File: src/rtl/rv32i_types.sv
// Shared RV32I decode constants and trace record types for the commit trace producer.
package rv32i_types;

   localparam logic [6:0] op_b_lui   = 7'b0110111;
   localparam logic [6:0] op_b_auipc = 7'b0010111;
   localparam logic [6:0] op_b_jal   = 7'b1101111;
   localparam logic [6:0] op_b_jalr  = 7'b1100111;
   localparam logic [6:0] op_b_br    = 7'b1100011;
   localparam logic [6:0] op_b_load  = 7'b0000011;
   localparam logic [6:0] op_b_store = 7'b0100011;
   localparam logic [6:0] op_b_imm   = 7'b0010011;
   localparam logic [6:0] op_b_reg   = 7'b0110011;

   localparam logic [2:0] load_f3_lb  = 3'b000;
   localparam logic [2:0] load_f3_lh  = 3'b001;
   localparam logic [2:0] load_f3_lw  = 3'b010;
   localparam logic [2:0] load_f3_lbu = 3'b100;
   localparam logic [2:0] load_f3_lhu = 3'b101;

   typedef struct packed {
      logic [31:0] addr;
      logic [3:0]  rmask;
      logic [3:0]  wmask;
      logic [31:0] rdata;
      logic [31:0] wdata;
   } mem_info_t;

   typedef struct packed {
      logic [63:0] order;
      logic [31:0] inst;
      logic [31:0] pc_rdata;
      logic [31:0] pc_wdata;
      logic [4:0]  rs1_addr;
      logic [4:0]  rs2_addr;
      logic [4:0]  rd_addr;
      logic [31:0] rs1_rdata;
      logic [31:0] rs2_rdata;
      logic [31:0] rd_wdata;
      logic [31:0] mem_addr;
      logic [3:0]  mem_rmask;
      logic [3:0]  mem_wmask;
      logic [31:0] mem_rdata;
      logic [31:0] mem_wdata;
   } trace_rec_t;

   function automatic logic [31:0] byte_mask(input logic [31:0] data, input logic [3:0] mask);
      return data & {{8{mask[3]}}, {8{mask[2]}}, {8{mask[1]}}, {8{mask[0]}}};
   endfunction

endpackage

File: src/rtl/commit_trace_tx_if.sv
// Valid/ready trace record bus from the commit trace producer to the RVFI/trace consumer.
interface commit_trace_tx_if;

   logic        tr_valid;
   logic        tr_ready;
   logic [63:0] tr_order;
   logic [31:0] tr_inst;
   logic [31:0] tr_pc_rdata;
   logic [31:0] tr_pc_wdata;
   logic [4:0]  tr_rs1_addr;
   logic [4:0]  tr_rs2_addr;
   logic [4:0]  tr_rd_addr;
   logic [31:0] tr_rs1_rdata;
   logic [31:0] tr_rs2_rdata;
   logic [31:0] tr_rd_wdata;
   logic [31:0] tr_mem_addr;
   logic [3:0]  tr_mem_rmask;
   logic [3:0]  tr_mem_wmask;
   logic [31:0] tr_mem_rdata;
   logic [31:0] tr_mem_wdata;

   modport master (
      output tr_valid, tr_order, tr_inst, tr_pc_rdata, tr_pc_wdata,
             tr_rs1_addr, tr_rs2_addr, tr_rd_addr, tr_rs1_rdata, tr_rs2_rdata, tr_rd_wdata,
             tr_mem_addr, tr_mem_rmask, tr_mem_wmask, tr_mem_rdata, tr_mem_wdata,
      input  tr_ready
   );

   modport slave (
      input  tr_valid, tr_order, tr_inst, tr_pc_rdata, tr_pc_wdata,
             tr_rs1_addr, tr_rs2_addr, tr_rd_addr, tr_rs1_rdata, tr_rs2_rdata, tr_rd_wdata,
             tr_mem_addr, tr_mem_rmask, tr_mem_wmask, tr_mem_rdata, tr_mem_wdata,
      output tr_ready
   );

endinterface

File: src/rtl/trace_fifo.sv
// Parameterised FIFO of packed records; wrap-bit pointers give exact full/empty.
module trace_fifo #(
   parameter type T     = logic,
   parameter int  DEPTH = 4
) (
   input  logic clk,
   input  logic rst,
   input  logic push_i,
   input  T     data_i,
   input  logic pop_i,
   output logic valid_o,
   output T     data_o,
   output logic full_o,
   output logic empty_o
);

   localparam int PTR_W = $clog2(DEPTH);
   localparam logic [PTR_W:0] PTR_ONE = {{PTR_W{1'b0}}, 1'b1};

   logic [PTR_W:0] wr_ptr_q, wr_ptr_d;
   logic [PTR_W:0] rd_ptr_q, rd_ptr_d;
   logic           do_push, do_pop;
   T               mem_q [DEPTH];

   assign empty_o = (wr_ptr_q == rd_ptr_q);
   assign full_o  = (wr_ptr_q[PTR_W-1:0] == rd_ptr_q[PTR_W-1:0]) &&
                    (wr_ptr_q[PTR_W] != rd_ptr_q[PTR_W]);
   assign valid_o = !empty_o;
   assign data_o  = mem_q[rd_ptr_q[PTR_W-1:0]];

   // A push into a full queue is legal only when the head leaves in the same cycle.
   assign do_pop  = pop_i && !empty_o;
   assign do_push = push_i && (!full_o || do_pop);

   // NOTE: every always_comb output is defaulted first so no path leaves it unassigned (no latch).
   always_comb begin
      wr_ptr_d = wr_ptr_q;
      rd_ptr_d = rd_ptr_q;
      if (do_push) wr_ptr_d = wr_ptr_q + PTR_ONE;
      if (do_pop)  rd_ptr_d = rd_ptr_q + PTR_ONE;
   end

   // NOTE: sequential state uses non-blocking assignments so all registers update together at the edge.
   always_ff @(posedge clk or posedge rst) begin
      if (rst) begin
         wr_ptr_q <= '0;
         rd_ptr_q <= '0;
      end else begin
         wr_ptr_q <= wr_ptr_d;
         rd_ptr_q <= rd_ptr_d;
      end
   end

   // NOTE: storage is deliberately not reset; the pointers alone decide which entries are meaningful.
   always_ff @(posedge clk) begin
      if (do_push) mem_q[wr_ptr_q[PTR_W-1:0]] <= data_i;
   end

endmodule

File: src/rtl/commit_trace_tx.sv
// Retirement trace producer: builds one record per commit with exact per-tag memory info.
// Optional macro COMMIT_TRACE_BYPASS_EN presents a commit directly when the queue is empty.
module commit_trace_tx
   import rv32i_types::*;
#(
   parameter int TAG_W      = 5,
   parameter int FIFO_DEPTH = 4
) (
   input  logic             clk,
   input  logic             rst,
   input  logic             commit_valid,
   input  logic [TAG_W-1:0] commit_tag,
   input  logic [31:0]      commit_inst,
   input  logic [31:0]      commit_pc,
   input  logic [31:0]      commit_rs1_rdata,
   input  logic [31:0]      commit_rs2_rdata,
   input  logic [31:0]      commit_rd_wdata,
   input  logic             flush,
   input  logic [31:0]      pc_new,
   input  logic             lsu_done,
   input  logic [TAG_W-1:0] lsu_tag,
   input  logic [31:0]      lsu_addr,
   input  logic [3:0]       lsu_rmask,
   input  logic [3:0]       lsu_wmask,
   input  logic [31:0]      lsu_rdata,
   input  logic [31:0]      lsu_wdata,
   output logic             commit_stall,
   output logic             overflow,
   commit_trace_tx_if.master tr
);

   localparam int TBL_N = 1 << TAG_W;

   mem_info_t        mem_tbl_q [TBL_N];
   logic [TBL_N-1:0] tbl_vld_q, tbl_vld_d;
   logic [63:0]      order_q, order_d;
   logic             overflow_q, overflow_d;

   mem_info_t  lsu_info, mem_sel;
   trace_rec_t rec, fifo_rec, out_rec;
   logic [6:0] opcode;
   logic       uses_rs1, uses_rs2, no_rd;
   logic       fifo_full, fifo_empty, fifo_valid, fifo_pop;
   logic       accept, bypass, out_vld;

   assign lsu_info = '{addr: lsu_addr, rmask: lsu_rmask, wmask: lsu_wmask,
                       rdata: lsu_rdata, wdata: lsu_wdata};

   assign opcode   = commit_inst[6:0];
   assign uses_rs1 = opcode inside {op_b_jalr, op_b_br, op_b_load, op_b_store, op_b_imm, op_b_reg};
   assign uses_rs2 = opcode inside {op_b_br, op_b_store, op_b_reg};
   assign no_rd    = opcode inside {op_b_store, op_b_br};

   // An LSU completion landing on the retiring tag this cycle is forwarded past the table.
   always_comb begin
      mem_sel = '0;
      if (lsu_done && (lsu_tag == commit_tag)) mem_sel = lsu_info;
      else if (tbl_vld_q[commit_tag])          mem_sel = mem_tbl_q[commit_tag];
   end

   always_comb begin
      rec           = '0;
      rec.order     = order_q;
      rec.inst      = commit_inst;
      rec.pc_rdata  = commit_pc;
      rec.pc_wdata  = flush ? pc_new : commit_pc + 32'd4;
      rec.rs1_addr  = uses_rs1 ? commit_inst[19:15] : 5'd0;
      rec.rs2_addr  = uses_rs2 ? commit_inst[24:20] : 5'd0;
      rec.rd_addr   = no_rd ? 5'd0 : commit_inst[11:7];
      rec.rs1_rdata = (rec.rs1_addr == 5'd0) ? 32'd0 : commit_rs1_rdata;
      rec.rs2_rdata = (rec.rs2_addr == 5'd0) ? 32'd0 : commit_rs2_rdata;
      rec.rd_wdata  = commit_rd_wdata;
      rec.mem_addr  = mem_sel.addr;
      rec.mem_rmask = mem_sel.rmask;
      rec.mem_wmask = mem_sel.wmask;
      rec.mem_rdata = byte_mask(mem_sel.rdata, mem_sel.rmask);
      rec.mem_wdata = mem_sel.wdata;
   end

   assign fifo_pop = tr.tr_ready && !fifo_empty;
   assign accept   = commit_valid && (!fifo_full || fifo_pop);

`ifdef COMMIT_TRACE_BYPASS_EN
   assign bypass  = fifo_empty && tr.tr_ready;
   assign out_rec = bypass ? rec : fifo_rec;
   assign out_vld = bypass ? commit_valid : fifo_valid;
`else
   assign bypass  = 1'b0;
   assign out_rec = fifo_rec;
   assign out_vld = fifo_valid;
`endif

   trace_fifo #(
      .T     (trace_rec_t),
      .DEPTH (FIFO_DEPTH)
   ) u_fifo (
      .clk     (clk),
      .rst     (rst),
      .push_i  (accept && !bypass),
      .data_i  (rec),
      .pop_i   (fifo_pop),
      .valid_o (fifo_valid),
      .data_o  (fifo_rec),
      .full_o  (fifo_full),
      .empty_o (fifo_empty)
   );

   // Flush is applied last: the retiring record has already sampled the table this cycle.
   always_comb begin
      tbl_vld_d  = tbl_vld_q;
      order_d    = order_q;
      overflow_d = overflow_q;
      if (lsu_done) tbl_vld_d[lsu_tag] = 1'b1;
      if (accept) begin
         order_d               = order_q + 64'd1;
         tbl_vld_d[commit_tag] = 1'b0;
      end
      if (commit_valid && !accept) overflow_d = 1'b1;
      if (flush) tbl_vld_d = '0;
   end

   always_ff @(posedge clk or posedge rst) begin
      if (rst) begin
         tbl_vld_q  <= '0;
         order_q    <= '0;
         overflow_q <= 1'b0;
      end else begin
         tbl_vld_q  <= tbl_vld_d;
         order_q    <= order_d;
         overflow_q <= overflow_d;
      end
   end

   always_ff @(posedge clk) begin
      if (lsu_done) mem_tbl_q[lsu_tag] <= lsu_info;
   end

   assign commit_stall    = fifo_full;
   assign overflow        = overflow_q;

   assign tr.tr_valid     = out_vld;
   assign tr.tr_order     = out_rec.order;
   assign tr.tr_inst      = out_rec.inst;
   assign tr.tr_pc_rdata  = out_rec.pc_rdata;
   assign tr.tr_pc_wdata  = out_rec.pc_wdata;
   assign tr.tr_rs1_addr  = out_rec.rs1_addr;
   assign tr.tr_rs2_addr  = out_rec.rs2_addr;
   assign tr.tr_rd_addr   = out_rec.rd_addr;
   assign tr.tr_rs1_rdata = out_rec.rs1_rdata;
   assign tr.tr_rs2_rdata = out_rec.rs2_rdata;
   assign tr.tr_rd_wdata  = out_rec.rd_wdata;
   assign tr.tr_mem_addr  = out_rec.mem_addr;
   assign tr.tr_mem_rmask = out_rec.mem_rmask;
   assign tr.tr_mem_wmask = out_rec.mem_wmask;
   assign tr.tr_mem_rdata = out_rec.mem_rdata;
   assign tr.tr_mem_wdata = out_rec.mem_wdata;

endmodule

File: src/flat_wrapper.sv
// flat-port wrapper written by rule: the top's interface ports become plain ports
module commit_trace_tx_flat import rv32i_types::*;
#(
   parameter int TAG_W      = 5,
   parameter int FIFO_DEPTH = 4
)
  (clk, rst, commit_valid, commit_tag, commit_inst, commit_pc, commit_rs1_rdata, commit_rs2_rdata, commit_rd_wdata, flush, pc_new, lsu_done, lsu_tag, lsu_addr, lsu_rmask, lsu_wmask, lsu_rdata, lsu_wdata, commit_stall, overflow, tr_tr_valid, tr_tr_order, tr_tr_inst, tr_tr_pc_rdata, tr_tr_pc_wdata, tr_tr_rs1_addr, tr_tr_rs2_addr, tr_tr_rd_addr, tr_tr_rs1_rdata, tr_tr_rs2_rdata, tr_tr_rd_wdata, tr_tr_mem_addr, tr_tr_mem_rmask, tr_tr_mem_wmask, tr_tr_mem_rdata, tr_tr_mem_wdata, tr_tr_ready);
  commit_trace_tx_if tr_i ();
  input  logic clk;
  input  logic rst;
  input  logic commit_valid;
  input  logic [TAG_W-1:0] commit_tag;
  input  logic [31:0] commit_inst;
  input  logic [31:0] commit_pc;
  input  logic [31:0] commit_rs1_rdata;
  input  logic [31:0] commit_rs2_rdata;
  input  logic [31:0] commit_rd_wdata;
  input  logic flush;
  input  logic [31:0] pc_new;
  input  logic lsu_done;
  input  logic [TAG_W-1:0] lsu_tag;
  input  logic [31:0] lsu_addr;
  input  logic [3:0] lsu_rmask;
  input  logic [3:0] lsu_wmask;
  input  logic [31:0] lsu_rdata;
  input  logic [31:0] lsu_wdata;
  output logic commit_stall;
  output logic overflow;
  output wire logic [$bits(tr_i.tr_valid)-1:0] tr_tr_valid;
  output wire logic [$bits(tr_i.tr_order)-1:0] tr_tr_order;
  output wire logic [$bits(tr_i.tr_inst)-1:0] tr_tr_inst;
  output wire logic [$bits(tr_i.tr_pc_rdata)-1:0] tr_tr_pc_rdata;
  output wire logic [$bits(tr_i.tr_pc_wdata)-1:0] tr_tr_pc_wdata;
  output wire logic [$bits(tr_i.tr_rs1_addr)-1:0] tr_tr_rs1_addr;
  output wire logic [$bits(tr_i.tr_rs2_addr)-1:0] tr_tr_rs2_addr;
  output wire logic [$bits(tr_i.tr_rd_addr)-1:0] tr_tr_rd_addr;
  output wire logic [$bits(tr_i.tr_rs1_rdata)-1:0] tr_tr_rs1_rdata;
  output wire logic [$bits(tr_i.tr_rs2_rdata)-1:0] tr_tr_rs2_rdata;
  output wire logic [$bits(tr_i.tr_rd_wdata)-1:0] tr_tr_rd_wdata;
  output wire logic [$bits(tr_i.tr_mem_addr)-1:0] tr_tr_mem_addr;
  output wire logic [$bits(tr_i.tr_mem_rmask)-1:0] tr_tr_mem_rmask;
  output wire logic [$bits(tr_i.tr_mem_wmask)-1:0] tr_tr_mem_wmask;
  output wire logic [$bits(tr_i.tr_mem_rdata)-1:0] tr_tr_mem_rdata;
  output wire logic [$bits(tr_i.tr_mem_wdata)-1:0] tr_tr_mem_wdata;
  input wire logic [$bits(tr_i.tr_ready)-1:0] tr_tr_ready;
  assign tr_tr_valid = tr_i.tr_valid;
  assign tr_tr_order = tr_i.tr_order;
  assign tr_tr_inst = tr_i.tr_inst;
  assign tr_tr_pc_rdata = tr_i.tr_pc_rdata;
  assign tr_tr_pc_wdata = tr_i.tr_pc_wdata;
  assign tr_tr_rs1_addr = tr_i.tr_rs1_addr;
  assign tr_tr_rs2_addr = tr_i.tr_rs2_addr;
  assign tr_tr_rd_addr = tr_i.tr_rd_addr;
  assign tr_tr_rs1_rdata = tr_i.tr_rs1_rdata;
  assign tr_tr_rs2_rdata = tr_i.tr_rs2_rdata;
  assign tr_tr_rd_wdata = tr_i.tr_rd_wdata;
  assign tr_tr_mem_addr = tr_i.tr_mem_addr;
  assign tr_tr_mem_rmask = tr_i.tr_mem_rmask;
  assign tr_tr_mem_wmask = tr_i.tr_mem_wmask;
  assign tr_tr_mem_rdata = tr_i.tr_mem_rdata;
  assign tr_tr_mem_wdata = tr_i.tr_mem_wdata;
  assign tr_i.tr_ready = tr_tr_ready;
  commit_trace_tx #(.TAG_W(TAG_W), .FIFO_DEPTH(FIFO_DEPTH)) u_core (.clk(clk), .rst(rst), .commit_valid(commit_valid), .commit_tag(commit_tag), .commit_inst(commit_inst), .commit_pc(commit_pc), .commit_rs1_rdata(commit_rs1_rdata), .commit_rs2_rdata(commit_rs2_rdata), .commit_rd_wdata(commit_rd_wdata), .flush(flush), .pc_new(pc_new), .lsu_done(lsu_done), .lsu_tag(lsu_tag), .lsu_addr(lsu_addr), .lsu_rmask(lsu_rmask), .lsu_wmask(lsu_wmask), .lsu_rdata(lsu_rdata), .lsu_wdata(lsu_wdata), .commit_stall(commit_stall), .overflow(overflow), .tr(tr_i));
endmodule
File: config.mk
export PLATFORM = sky130hd
export DESIGN_NAME = commit_trace_tx_flat
export DESIGN_NICKNAME = d
export VERILOG_FILES = /design/src/rtl/rv32i_types.sv /design/src/rtl/commit_trace_tx_if.sv /design/src/rtl/trace_fifo.sv /design/src/rtl/commit_trace_tx.sv /design/src/flat_wrapper.sv
export SDC_FILE = /design/constraint.sdc
export NUM_CORES = 2
export LEC_CHECK = 0
export CORE_UTILIZATION = 30
export DETAILED_ROUTE_END_ITERATION = 10
export PLACE_DENSITY = 0.55
export SLEW_MARGIN = 15
export SYNTH_ARGS = -nofsm -noshare
export SYNTH_HDL_FRONTEND = slang
export SYNTH_HIERARCHICAL = 1
export SYNTH_MEMORY_MAX_BITS = 65536
export SYNTH_SLANG_ARGS = --single-unit
export TNS_END_PERCENT = 30
File: constraint.sdc
create_clock -name clk -period 13.8 [get_ports clk]
set_input_delay 2.76 -clock clk [delete_from_list [all_inputs] [get_ports clk]]
set_output_delay 2.76 -clock clk [all_outputs]
set_load 0.01 [all_outputs]
==> qor.yml <==
floorplan:
  fp.dieH_um: 789.5
  dieArea_mm2: 0.6234
  io_pins: 690
  die_w_um: 789.5
  initial_core_util: 0.3018
  core_area_mm2: 0.6166
  num_rows: 288
clock_network:
  clockRootBuffer: "clkbuf_16"
  clkSinkCount: 4931
  tritoncts: "built"
  cts.clk_slew.worst_paths_ns: 0.06
  hold_buffers: 0
  cts_buffer_depth: 4
  cts_setup_buffers: 0
  cts.htree.levels: 5
  cts_buffers: 467
  clkLatencyLatePin_ns: 1.08
  cts-resized-gates: 0
power_and_ir_drop:
  power_density_mw_per_mm2: 174.8
  comb_power_share: 0.187
  p_sw_mw: 10.22
  power_frac_seq: 0.470
  clkPwrFrac: 0.343
  intPower_mw: 28.18
  peakVddDrop_v: 0.0001239
  swShare: 0.2662
  p_leak_nw: 69.84
sta:
  tightestPinTransition_ns: 1.219
  fin_crit_sh: 0.5600
  rsz0062_at_grt: "no"
  final_hold_viol_count: 0
  finClkSkew_ns: 0.1010
  slew_headroom: 0.1845
  slew_viol_final: 0
  max_freq_mhz: 129.4
  period_minus_slack_ns: 7.728
  setup_viol: 0
  tns_ns: 0
critical_path:
  critPathTopFamily: "buffers and inverters"
  crit_chain: "buf_4 -> buf_4 -> mux4_2 -> clkdlybuf4s50_1"
  cp_max_fo: 41
  end_kind: "output pin"
  path_class: "flip-flop to output pin"
  crit_top_cell: "buf_4"
  cp.arrival_ns: 4.97
  worstSetupStartpointType: "flip-flop"
  slowest_delay_ns: 0.86
  cp_data_required_time_ns: 11.04
  cp_slowest_cell: "dfrtp_4"
  r2r_slack_ns: 7.92
  path_buf_inv: 3
global_routing:
  grt_max_degree: 146
  grt_use_total: 0.1800
  grt_overflow: 0
  grt_pass1_wl_mm: 793.4
  grt_antenna_before_repair: 72
  grt_pass1_vias: 95330
detailed_routing:
  via_per_inst: 5.186
  drt-initial-drc-count: 10290
  wl_per_cell_um: 32.12
  vias: 93750
  post-route-drc-count: 316
  ant_nets: 0
  dr.pass1.iters: 11
  routed_wl_mm: 580.6
synthesis:
  synthTopCellsByCount: "edfxtp_1 (4828), mux4_2 (886), mux2i_1 (673)"
  ys_seq_elements: 4931
  yosysTopAreaCell: "edfxtp_1"
  ys_seq_area_frac: 0.7930
  synthSimpleGateAreaFrac: 0.01766
  syn_inst: 8430
  synth_compound_area_frac: 0.02877
  synth-main-ff-cell: "edfxtp_1"
  synth_top_area_frac: 0.7792
  async_flop_share: 0.02089
  yosysMostFrequentCell: "edfxtp_1"
  yosysWarnings: 6
  synth_area_mm2: 0.1861
  syn_avg_cell_area_um2: 22.07
  synth-edff-count: 4828
  synthAdderAreaFrac: 0.0004707
  synth_xor_area_frac: 0.005037
  synthTopCellsByArea: "edfxtp_1 (78%), mux4_2 (11%), mux2i_1 (3.6%), dfrtp_1 (1.4%), o22ai_1 (1.1%)"
  synth_top_family_by_area: "multiplexers"
  synthMuxAreaShare: 0.1440
  yosysUniqueCellTypes: 66
  syn_nets: 8749
place:
  dp_hpwl_mm: 318.9
  numPortBuffers: 689
  gp_congestion: 0.7862
  dp.cells: 17180
final_layout:
  syn_to_final_growth_pct: 18.05
  drive_above_1_share: 0.1982
  nets: 9699
  register_area_mm2: 0.1476
  fillCellCount: 56160
  finalNonFillerCells: 18080
  multi_input_area_mm2: 0.03686
status:
  violations: "design-rule violations"
  status: "finished with violations"
run:
  drv_cap: 0
hold_path:
  hold_path.class: "flip-flop to flip-flop"
## cell families (layout without fill, tap and decap cells)
family,Yosys count,count (layout)
AO/OA/AOI/OAI,756,756
XOR/XNOR,104,104
adder cells (fa/ha/maj),7,7
buffers and inverters,465,1819
flip-flops,4931,4931
multiplexers,1568,1568
other,0,29
AND/OR/NAND/NOR,599,599
## cells in the final DEF (no fill, tap or decap), types with 78 or more instances in the layout
master              n
clkdlybuf4s50_1   660
buf_4             201
mux4_2            886
edfxtp_1         4828
o22ai_1           328
nand2_1           123
clkinv_1          112
clkinv_2           84
and2_1             82
nor4_1             78
clkbuf_16         470
mux2i_1           673
a22oi_1           198
a22o_1            104
dfrtp_1           101
## stage by stage
stage          area, um^2  total power [mW]  utilization  hold WS [ns]  worst slack [ns]
2_1_floorplan      186100             22.01            -        0.4760            0.9705
3_3_place_gp       204100             25.69       0.3310        0.4697             5.898
3_5_place_dp       204100             25.78       0.3310        0.4697             5.868
4_1_cts            219700             38.87       0.3563        0.4841             5.731
5_1_grt            219600             39.53       0.3561        0.5064             5.691
6_report           219600             38.40       0.3562        0.4756             6.072
## path summary, 6_finish.rpt
check	startpoint	to	depth (start not counted)
worst max-delay path	u_core/u_fifo/rd_ptr_q[0]	tr_tr_pc_wdata[9]	4
worst min-delay path	u_core/overflow	u_core/overflow	1
worst max register to register	u_core/u_fifo/rd_ptr_q[0]	u_core/u_fifo/mem_q[3][26]	12
worst min register to register	u_core/overflow	u_core/overflow	1
max in group asynchronous	rst	u_core/order_q[16]	3
min in group asynchronous	rst	u_core/u_fifo/wr_ptr_q[0]	2
## power by group through the flow
stage	registers, mW	clock network (mW)	logic, mW
2_1_floorplan	18.7	0	3.33
3_3_place_gp	18.3	0	7.38
3_5_place_dp	18.4	0	7.39
4_1_cts	18.1	13.4	7.42
5_1_grt	18.1	13.9	7.49
6_report	18.0	13.2	7.19
## metal layers
layer  track usage  vias up  part of all wire
met3       0.03013      865             0.070
met4       0.05375       24             0.033
li1              -    37610                 -
met5             0        -           0.00024
met1        0.2248    51260              0.38
met2        0.3203     3997              0.51
## worst reg2reg max path, delay by kind of cell, from the launching register on
| family | cells | cell delay (ns) |
|---|---|---|
| simple gates | 5 | 0.92 |
| xor+xnor | 1 | 0.43 |
| flops | 1 | 0.86 |
| compound gates | 1 | 0.14 |
| buf+inv | 5 | 3.14 |
## sequential cells by signal, indices dropped and copies added (netlist names)
signal,count
u_core/u_fifo/rd_ptr_q,3
u_core/u_fifo/mem_q,1500
u_core/overflow,1
u_core/order_q,64
u_core/tbl_vld_q,32
u_core/mem_tbl_q,3328
u_core/u_fifo/wr_ptr_q,3
## area by class of cell
class                   count  area share
clock buffers             552     0.05518
clock inverters           321     0.01596
flip-flops and latches   4931      0.6718
diodes                     29   0.0003304
inverters                  16   0.0003304
multi-input cells        3034      0.1678
well taps                8265     0.04708
repair buffers            930     0.04147
Note: power is estimated with default switching activity, not from simulation.
